--- src/rtl/tmds_decoder.sv ---
// TMDS receive decoder for one channel: finds word alignment from control-token
// runs, then decodes each symbol to pixel data, data enable and control bits.
module tmds_decoder #(
    parameter int CTRL_RUN      = 16,
    parameter int SEARCH_CYCLES = 64,
    parameter int LOSS_CYCLES   = 4096
) (
    input  logic       clk,
    input  logic       reset_i,
    input  logic [9:0] raw_i,
    output logic [7:0] data_o,
    output logic       de_o,
    output logic [1:0] c_o,
    output logic       locked_o,
    output logic [3:0] offset_o
);

    localparam int RUN_W  = $clog2(CTRL_RUN + 1);
    localparam int SRCH_W = $clog2(SEARCH_CYCLES + 1);
    localparam int LOSS_W = $clog2(LOSS_CYCLES + 1);
    localparam logic [RUN_W-1:0]  RUN_LOCK  = RUN_W'(CTRL_RUN);
    localparam logic [SRCH_W-1:0] SRCH_LAST = SRCH_W'(SEARCH_CYCLES - 1);
    localparam logic [LOSS_W-1:0] LOSS_MAX  = LOSS_W'(LOSS_CYCLES);

    typedef enum logic {S_SEARCH, S_LOCKED} state_t;

    state_t             r_state, w_state_nxt;
    logic [9:0]         r_prev, r_sym;
    logic [3:0]         r_offset, w_offset_nxt, w_offset_inc;
    logic [RUN_W-1:0]   r_run, w_run_nxt;
    logic [SRCH_W-1:0]  r_search, w_search_nxt;
    logic [LOSS_W-1:0]  r_loss, w_loss_nxt;
    logic               r_skip, w_skip_nxt;
    logic [7:0]         r_data;
    logic               r_de, r_locked;
    logic [1:0]         r_c;

    logic [19:0]        w_hist;
    logic [9:0]         w_sym_nxt;
    logic               w_tok;
    logic [1:0]         w_cbits;
    logic [8:0]         w_q;
    logic [7:0]         w_d;

    // Window into the two most recent words; offset counts bits into the older word.
    assign w_hist    = {raw_i, r_prev};
    assign w_sym_nxt = 10'(w_hist >> r_offset);

    always_comb begin
        w_tok   = 1'b1;
        w_cbits = 2'b00;
        case (r_sym)
            10'h354: w_cbits = 2'b00;
            10'h0AB: w_cbits = 2'b01;
            10'h154: w_cbits = 2'b10;
            10'h2AB: w_cbits = 2'b11;
            default: w_tok   = 1'b0;
        endcase
    end

    always_comb begin
        w_q    = r_sym[9] ? {r_sym[8], ~r_sym[7:0]} : r_sym[8:0];
        w_d    = 8'h00;
        w_d[0] = w_q[0];
        for (int i = 1; i < 8; i++)
            w_d[i] = w_q[8] ? (w_q[i] ^ w_q[i-1]) : ~(w_q[i] ^ w_q[i-1]);
    end

    assign w_offset_inc = (r_offset == 4'd9) ? 4'd0 : r_offset + 4'd1;

    always_comb begin
        w_state_nxt  = r_state;
        w_run_nxt    = r_run;
        w_search_nxt = r_search;
        w_loss_nxt   = r_loss;
        w_offset_nxt = r_offset;
        w_skip_nxt   = 1'b0;
        case (r_state)
            S_SEARCH: begin
                // r_skip marks the symbol sliced with the previous offset.
                if (r_skip || !w_tok)
                    w_run_nxt = '0;
                else if (r_run != RUN_LOCK)
                    w_run_nxt = r_run + 1'b1;
                if (r_search != SRCH_LAST)
                    w_search_nxt = r_search + 1'b1;
                if (w_run_nxt == RUN_LOCK) begin
                    w_state_nxt  = S_LOCKED;
                    w_run_nxt    = '0;
                    w_search_nxt = '0;
                    w_loss_nxt   = '0;
                end else if (r_search == SRCH_LAST) begin
                    w_offset_nxt = w_offset_inc;
                    w_run_nxt    = '0;
                    w_search_nxt = '0;
                    w_skip_nxt   = 1'b1;
                end
            end
            S_LOCKED: begin
                if (w_tok)
                    w_loss_nxt = '0;
                else if (r_loss != LOSS_MAX)
                    w_loss_nxt = r_loss + 1'b1;
                if (w_loss_nxt == LOSS_MAX) begin
                    w_state_nxt  = S_SEARCH;
                    w_offset_nxt = w_offset_inc;
                    w_run_nxt    = '0;
                    w_search_nxt = '0;
                    w_loss_nxt   = '0;
                    w_skip_nxt   = 1'b1;
                end
            end
            default: w_state_nxt = S_SEARCH;
        endcase
    end

    always_ff @(posedge clk or posedge reset_i) begin
        if (reset_i) begin
            r_state  <= S_SEARCH;
            r_run    <= '0;
            r_search <= '0;
            r_loss   <= '0;
            r_offset <= 4'd0;
            r_skip   <= 1'b0;
        end else begin
            r_state  <= w_state_nxt;
            r_run    <= w_run_nxt;
            r_search <= w_search_nxt;
            r_loss   <= w_loss_nxt;
            r_offset <= w_offset_nxt;
            r_skip   <= w_skip_nxt;
        end
    end

    // Outputs follow the next state so lock and unlock act on the deciding edge.
    always_ff @(posedge clk or posedge reset_i) begin
        if (reset_i) begin
            r_prev   <= 10'd0;
            r_sym    <= 10'd0;
            r_data   <= 8'h00;
            r_de     <= 1'b0;
            r_c      <= 2'b00;
            r_locked <= 1'b0;
        end else begin
            r_prev   <= raw_i;
            r_sym    <= w_sym_nxt;
            r_locked <= (w_state_nxt == S_LOCKED);
            if (w_state_nxt == S_LOCKED) begin
                if (w_tok) begin
                    r_de <= 1'b0;
                    r_c  <= w_cbits;
                end else begin
                    r_de   <= 1'b1;
                    r_data <= w_d;
                end
            end else begin
                r_de   <= 1'b0;
                r_data <= 8'h00;
                r_c    <= 2'b00;
            end
        end
    end

    assign data_o   = r_data;
    assign de_o     = r_de;
    assign c_o      = r_c;
    assign locked_o = r_locked;
    assign offset_o = r_offset;

endmodule

--- config.mk ---
export PLATFORM = sky130hd
export DESIGN_NAME = tmds_decoder
export DESIGN_NICKNAME = d
export VERILOG_FILES = /design/src/rtl/tmds_decoder.sv
export SDC_FILE = /design/constraint.sdc
export NUM_CORES = 1
export LEC_CHECK = 0
export ABC_AREA = 1
export BUFFER_PORTS_ARGS = -buffer_cell sky130_fd_sc_hd__buf_4
export CORE_UTILIZATION = 55
export DETAILED_ROUTE_END_ITERATION = 10
export PLACE_DENSITY_LB_ADDON = 0.15
export SLEW_MARGIN = 30
export SYNTH_ARGS = -nofsm -noshare
export SYNTH_HDL_FRONTEND = slang
export SYNTH_SLANG_ARGS = --single-unit
--- constraint.sdc ---
create_clock -name clk -period 6.1 [get_ports clk]
set_input_delay 1.22 -clock clk [delete_from_list [all_inputs] [get_ports clk]]
set_output_delay 1.22 -clock clk [all_outputs]
set_load 0.02 [all_outputs]
# Word level (Yosys, flattened, before mapping)
# Cells that the tools add are included.
dict set report classes {
  n_addsub 4
  multipliers 0
  div 0
  n_lt_le_gt_ge 0
  eq_ne 18
  shift 1
  mux 46
  bitwise_logic 16
  n_reduce_logical 5
}
# cell n
set op_table {}
lappend op_table {{$mux W13} 5}
lappend op_table {{$mux W5} 6}
lappend op_table {{$mux W7} 4}
lappend op_table {{$pmux W13 S2} 1}
lappend op_table {{$mux W8} 3}
lappend op_table {{$eq A10 B10 Y1 const B} 2}
lappend op_table {{$shr A20 B4 Y10} 1}
lappend op_table {{$mux W4} 4}
lappend op_table {{$mux W1} 15}
lappend op_table {{$pmux W7 S2} 1}
lappend op_table {{$add A13 B1 Y13 const B} 1}
lappend op_table {{$eq A13 B13 Y1 const B} 1}
lappend op_table {{$ne A13 B13 Y1 const B} 1}
lappend op_table {{$eq A10 B8 Y1 const B} 1}
lappend op_table {{$eq A10 B9 Y1 const B} 1}
lappend op_table {{$pmux W5 S2} 1}
lappend op_table {{$ne A2 B2 Y1 const B} 4}
lappend op_table {{$not A1 Y1} 8}
lappend op_table {{$not A8 Y8} 1}
lappend op_table {{$pmux W4 S2} 1}
lappend op_table {{$add A7 B1 Y7 const B} 1}
lappend op_table {{$eq A7 B6 Y1 const B} 1}
lappend op_table {{$ne A7 B6 Y1 const B} 1}
lappend op_table {{$xor A1 B1 Y1} 7}
lappend op_table {{15 further kinds} 18}
dict set report word_totals {
  register_bits 62
  latchBits 0
  ramBits 0
  mem_bits_ro 0
  inputBits 12
  out_inout_bits 16
  word_cells 101
  mem_count 0
}

# Depth between registers and ports, before layout
dict set report logic_depth {
  ltp_word 11
  ltp_mapped 16
  depth_no_buf 16
}

# Worst setup path before layout
# No wires, ideal clock.
dict set report synth_path {
  path_type {input to register}
  start {input port raw_i[4]}
  end {register r_sym[7]}
  setup_ps 126
  t_arrival_ps 1859
  required_time_ps 5974
  path_slack_ps 4115
  cell_stages 5
  path_buffers 0
  cell_sequence {nand2_1 -> nand2_1 -> o21ai_0 -> nor2_1 -> a311o_1}
}
dict set report synth_between {
  elab_chain_cells 1
}
# item line_no
set synth_rtl {}
lappend synth_rtl {{start: declaration} 10} ;# input logic [9:0] raw_i,
lappend synth_rtl {{$shr A20 B4 Y10} 47} ;# assign w_sym_nxt = 10'(w_hist >> r_offset);
lappend synth_rtl {{net w_sym_nxt[7]} 39} ;# logic [9:0] w_sym_nxt;
lappend synth_rtl {{end signal: assignment} 146} ;# r_sym <= w_sym_nxt;
lappend synth_rtl {{end: declaration} 28} ;# logic [9:0] r_prev, r_sym;
# The timed path passes the listed nets, and every way through them passes these cells.
# A chain may end at the register's enable or synchronous reset.

# Final worst setup path
dict set report layout_path {
  start {register r_sym[8]}
  end {register r_offset[0], in the netlist offset_o[0]}
}
dict set report layout_between {
  elab_chain_cells 10
  elab_cells_between_ends 17
  cone_classes {8 x eq/ne; 5 x mux; 4 x reduce/logical}
}
# item line_no
set layout_rtl {}
lappend layout_rtl {{$eq A10 B10 Y1 (tied with other cells)} 52} ;# case (r_sym)
lappend layout_rtl {{$reduce_or A4 Y1 (no line) *} -}
lappend layout_rtl {{$mux W1 *} 52}
lappend layout_rtl {{$logic_not A1 Y1} 81} ;# if (r_skip || !w_tok)
lappend layout_rtl {{$logic_or A1 B1 Y1} 81}
lappend layout_rtl {{$mux W5} 81}
lappend layout_rtl {{$mux W5} 78} ;# case (r_state)
lappend layout_rtl {{$eq A5 B5 Y1} 87} ;# if (w_run_nxt == RUN_LOCK) begin
lappend layout_rtl {{$ne A2 B2 Y1 (no line)} -}
lappend layout_rtl {{$reduce_and A3 Y1 (no line) *} -}
lappend layout_rtl {{end signal: assignment} 130} ;# r_offset <= w_offset_nxt;
lappend layout_rtl {{end: declaration} 29} ;# logic [3:0] r_offset, w_offset_nxt, w_offset_inc;
# Every way passes the cells marked *; elsewhere a longest branch is shown, timed or not. The select of a mux whose other input is x is not followed.

==> impl_table.tex <==
\begin{tabular}{lr}
\hline
Metric & Value \\
\hline
\multicolumn{2}{l}{\textbf{Finish}} \\
Area delta synth->final & 11.4\% \\
Share of layout cells above drive strength 1 & between 10\% and 20\% \\
Ant. Diodes & 0 \\
Combined area of the multi-input logic cells & roughly 2000 sq um \\
Leading cell types in the layout, fill and taps excluded & 140 x sky130\_fd\_sc\_hd\_\_nand2\_1, 62 x sky130\_fd\_sc\_hd\_\_dfrtp\_1, 49 x sky130\_fd\_sc\_hd\_\_nand3\_1 \\
Final std cells w/o fill & 641 \\
Total area of sequential cells & 1550 sq um \\
Number of fill cells & approximately 580 \\
Post-route standard cell area excluding fillers & 4310 sq um \\
Most common cell after layout, fill and taps aside & sky130\_fd\_sc\_hd\_\_nand2\_1 \\
Final nets & 557 \\
\multicolumn{2}{l}{\textbf{STA}} \\
Fin Hold WS & 0.516 ns \\
Slew Limit Headroom & 34.7\% \\
Worst-Margin Slew & 0.976 ns \\
Setup repair after global routing missed its margin & false \\
Count of pins over their slew limit & 0 \\
Final worst path period share & 43.4\% \\
Final Hold Fails & 0 \\
Endpoints failing setup & 0 \\
Final setup skew & 0.00790 ns \\
Highest Clock Rate & 0.378 GHz \\
Final worst path period need & 2.65 ns \\
Total Neg Setup Slack & 0 ns \\
\multicolumn{2}{l}{\textbf{Pwr}} \\
Worst supply voltage drop on vdd & 131 uV \\
Total leakage power & 2.11 nW \\
Power Dens Cells & 203 nW/um\^{}2 \\
\multicolumn{2}{l}{\textbf{Clock network}} \\
Root Buffer & sky130\_fd\_sc\_hd\_\_clkbuf\_8 \\
Total setup buffers inserted after CTS & 0 \\
Maximum level of the CTS H-tree & 3 \\
Post-CTS resize count & 0 \\
Quantity of hold-fixing buffers added after cts & 0 \\
Source-to-sink clock delay at the later pin of the worst-skew pair & 0.34 ns \\
Buffer levels on the longest clock path & 2 \\
CTS tree & done \\
CTS Sinks & 62 \\
Number of clock buffers inserted by TritonCTS & 9 \\
Clock transition at the register clock pins on the worst setup and hold paths after CTS & $\sim$0.070 ns \\
\multicolumn{2}{l}{\textbf{Critical path}} \\
Kind of start point of the critical path & register \\
Endpoint kind of the worst setup timing path & register \\
Path type of the worst setup path & register to register \\
Required time of the critical path & roughly 6.3 ns \\
Maximum fanout count along the critical path & 24 \\
CP arrival & 2.88 ns \\
\multicolumn{2}{l}{\textbf{Logic synthesis}} \\
Warnings, synthesis & 0 \\
Post-synth net total & approximately 540 \\
Post-synthesis cell area & 3870 sq um \\
Share of Yosys cell area claimed by the top area cell type & 40.1\% \\
Leading area contributor after synthesis & sky130\_fd\_sc\_hd\_\_dfrtp\_1 \\
Top flip-flop cell by instance count after synthesis & sky130\_fd\_sc\_hd\_\_dfrtp\_1 \\
Sequential cell area fraction in the yosys report & 40.1\% \\
Distinct cells, synth & 39 \\
Instance count of the mapped netlist & 519 \\
Share of flip-flops with an asynchronous set or reset after synthesis & 100\% \\
Post-synthesis sequential element count & 62 \\
Average cell area after synthesis & 7.45 sq um \\
Cell types with the largest area share after synthesis & sky130\_fd\_sc\_hd\_\_dfrtp\_1 40\%, sky130\_fd\_sc\_hd\_\_nand2\_1 14\%, sky130\_fd\_sc\_hd\_\_nand3\_1 6.3\% \\
Post-synth EDFFs & 0 \\
\multicolumn{2}{l}{\textbf{Placement}} \\
Cell area after placement & 4100 sq um \\
Placer's final routability congestion estimate & 0.940 \\
Placed Cells & roughly 630 \\
Buffers on Ports & 27 \\
Detailed-placement wirelength estimate & approximately 6400 microns \\
\multicolumn{2}{l}{\textbf{Global routing}} \\
Pin count of the biggest net entering global routing & 63 \\
First-pass GRT wire length & $\sim$15000 microns \\
Overflow after GRT & 0 \\
Overall routing resource usage & 26.1\% \\
Number of global-route vias before repair & 3257 \\
Number of antenna violations at the first check in global routing & 0 \\
\multicolumn{2}{l}{\textbf{Floorplanning}} \\
Initial standard-cell utilization of the core & 56.9\% \\
Area of the placeable core & just under 7000 sq um \\
Die extent in x & 85.9 microns \\
Boundary pin count & 28 \\
Std cell rows & 30 \\
Die boundary height & 85.9 microns \\
Die Outline Area & between 7000 and 8000 sq um \\
\multicolumn{2}{l}{\textbf{Routing}} \\
Violation count after the first detailed-route iteration & 236 \\
Drt pass-1 iters & 5 \\
Post-detailed-route wirelength per cell & approximately 14 microns \\
DRC Markers & 0 \\
Count of antenna-violating nets left after detailed routing & 0 \\
Vias per inst & 5.62 \\
Vias after detailed routing & $\sim$3600 \\
Total Wirelength & 9020 microns \\
\multicolumn{2}{l}{\textbf{Worst hold path}} \\
Worst Hold Class & register to register \\
\multicolumn{2}{l}{\textbf{Run}} \\
Number of max-cap violations & 0 \\
\multicolumn{2}{l}{\textbf{Status}} \\
Status & finished, final reports clean \\
\hline
\end{tabular}
sequential cells by signal, indices dropped and copies added (netlist names):
signal,flops
r_skip,1
r_loss,13
r_sym,10
offset_o,4
r_prev,10
r_search,7
locked_o,1
data_o,8
r_run,5
c_o,2
de_o,1
synthesized netlist by cell type (5+ instances only):
library cell	count
sky130_fd_sc_hd__inv_2	7
sky130_fd_sc_hd__nor2_1	43
sky130_fd_sc_hd__nand2_1	140
sky130_fd_sc_hd__o21ai_0	32
sky130_fd_sc_hd__dfrtp_1	62
sky130_fd_sc_hd__clkbuf_1	10
sky130_fd_sc_hd__nand2_2	8
sky130_fd_sc_hd__xor2_1	22
sky130_fd_sc_hd__o21ai_1	5
sky130_fd_sc_hd__ha_1	5
sky130_fd_sc_hd__o22ai_1	12
sky130_fd_sc_hd__nand3_1	49
sky130_fd_sc_hd__nand4_1	21
sky130_fd_sc_hd__inv_1	49
cell families after synthesis:
logic type	count (synthesis)	share of synthesized area (%)
AO/OA/AOI/OAI	71	11.2
multiplexers	3	0.776
adder cells (fa/ha/maj)	5	1.62
flip-flops	62	40.1
XOR/XNOR	25	5.66
buffers and inverters	77	8.47
AND/OR/NAND/NOR	276	32.2
critical path: stages, from the launching register on:
cell	delay [ns]
sky130_fd_sc_hd__dfrtp_1	0.56
sky130_fd_sc_hd__inv_4	0.07
sky130_fd_sc_hd__nand2_1	0.07
sky130_fd_sc_hd__nand3b_1	0.10
sky130_fd_sc_hd__nand2_1	0.08
sky130_fd_sc_hd__nor2_1	0.74
sky130_fd_sc_hd__nand2_1	0.23
sky130_fd_sc_hd__nand3_2	0.16
sky130_fd_sc_hd__nor2_4	0.05
sky130_fd_sc_hd__nand3_4	0.19
sky130_fd_sc_hd__nand2_2	0.13
sky130_fd_sc_hd__nand2_1	0.08
sky130_fd_sc_hd__nand2_1	0.06
report_power, final:
group	switching (mW)	internal, mW	total, mW
clock	0.160	0.240	0.400
sequential	0.00687	0.418	0.425
combinational	0.0331	0.0185	0.0516
layer usage:
layer	share of wire, %	up-vias	wire, microns	global-route usage (%)
met5	0	-	0	0
met1	44	1691	3930	34.6
li1	-	1757	-	-
met2	48	132	4330	42.6
met4	2.3	0	207	11.1
met3	6.2	22	555	4.04
worst paths after layout:
| path | from | endpoint | slack [ns] | cells after the start |
|---|---|---|---|---|
| worst min register to register | r_search[0] | r_search[0] | 0.52 | 1 |
| min in group asynchronous | reset_i | r_run[3] | 1.10 | 3 |
| worst min-delay path | r_search[0] | r_search[0] | 0.52 | 1 |
| worst max-delay path | r_sym[8] | offset_o[0] | 3.45 | 12 |
| worst max register to register | r_sym[8] | offset_o[0] | 3.45 | 12 |
| max in group asynchronous | reset_i | r_search[1] | 4.46 | 3 |
final cells by class:
type | count | area share (%)
clock inverter | 4 | 1.63
sequential | 62 | 36.0
tap | 96 | 2.79
multi-input combinational | 380 | 46.2
inverter | 59 | 5.20
clock buffer | 12 | 3.37
timing repair buffer | 28 | 4.88
through the flow:
step           setup WS, ns  utilization (%)  power, mW
6_report               3.45             63.4      0.877
2_1_floorplan          3.34                -      0.466
4_1_cts                3.48             63.4      0.883
5_1_grt                3.29             63.4      0.910
3_5_place_dp           3.53             60.3      0.484
3_3_place_gp           3.61             60.3      0.483
No activity file was read; power rests on OpenSTA's default activity.
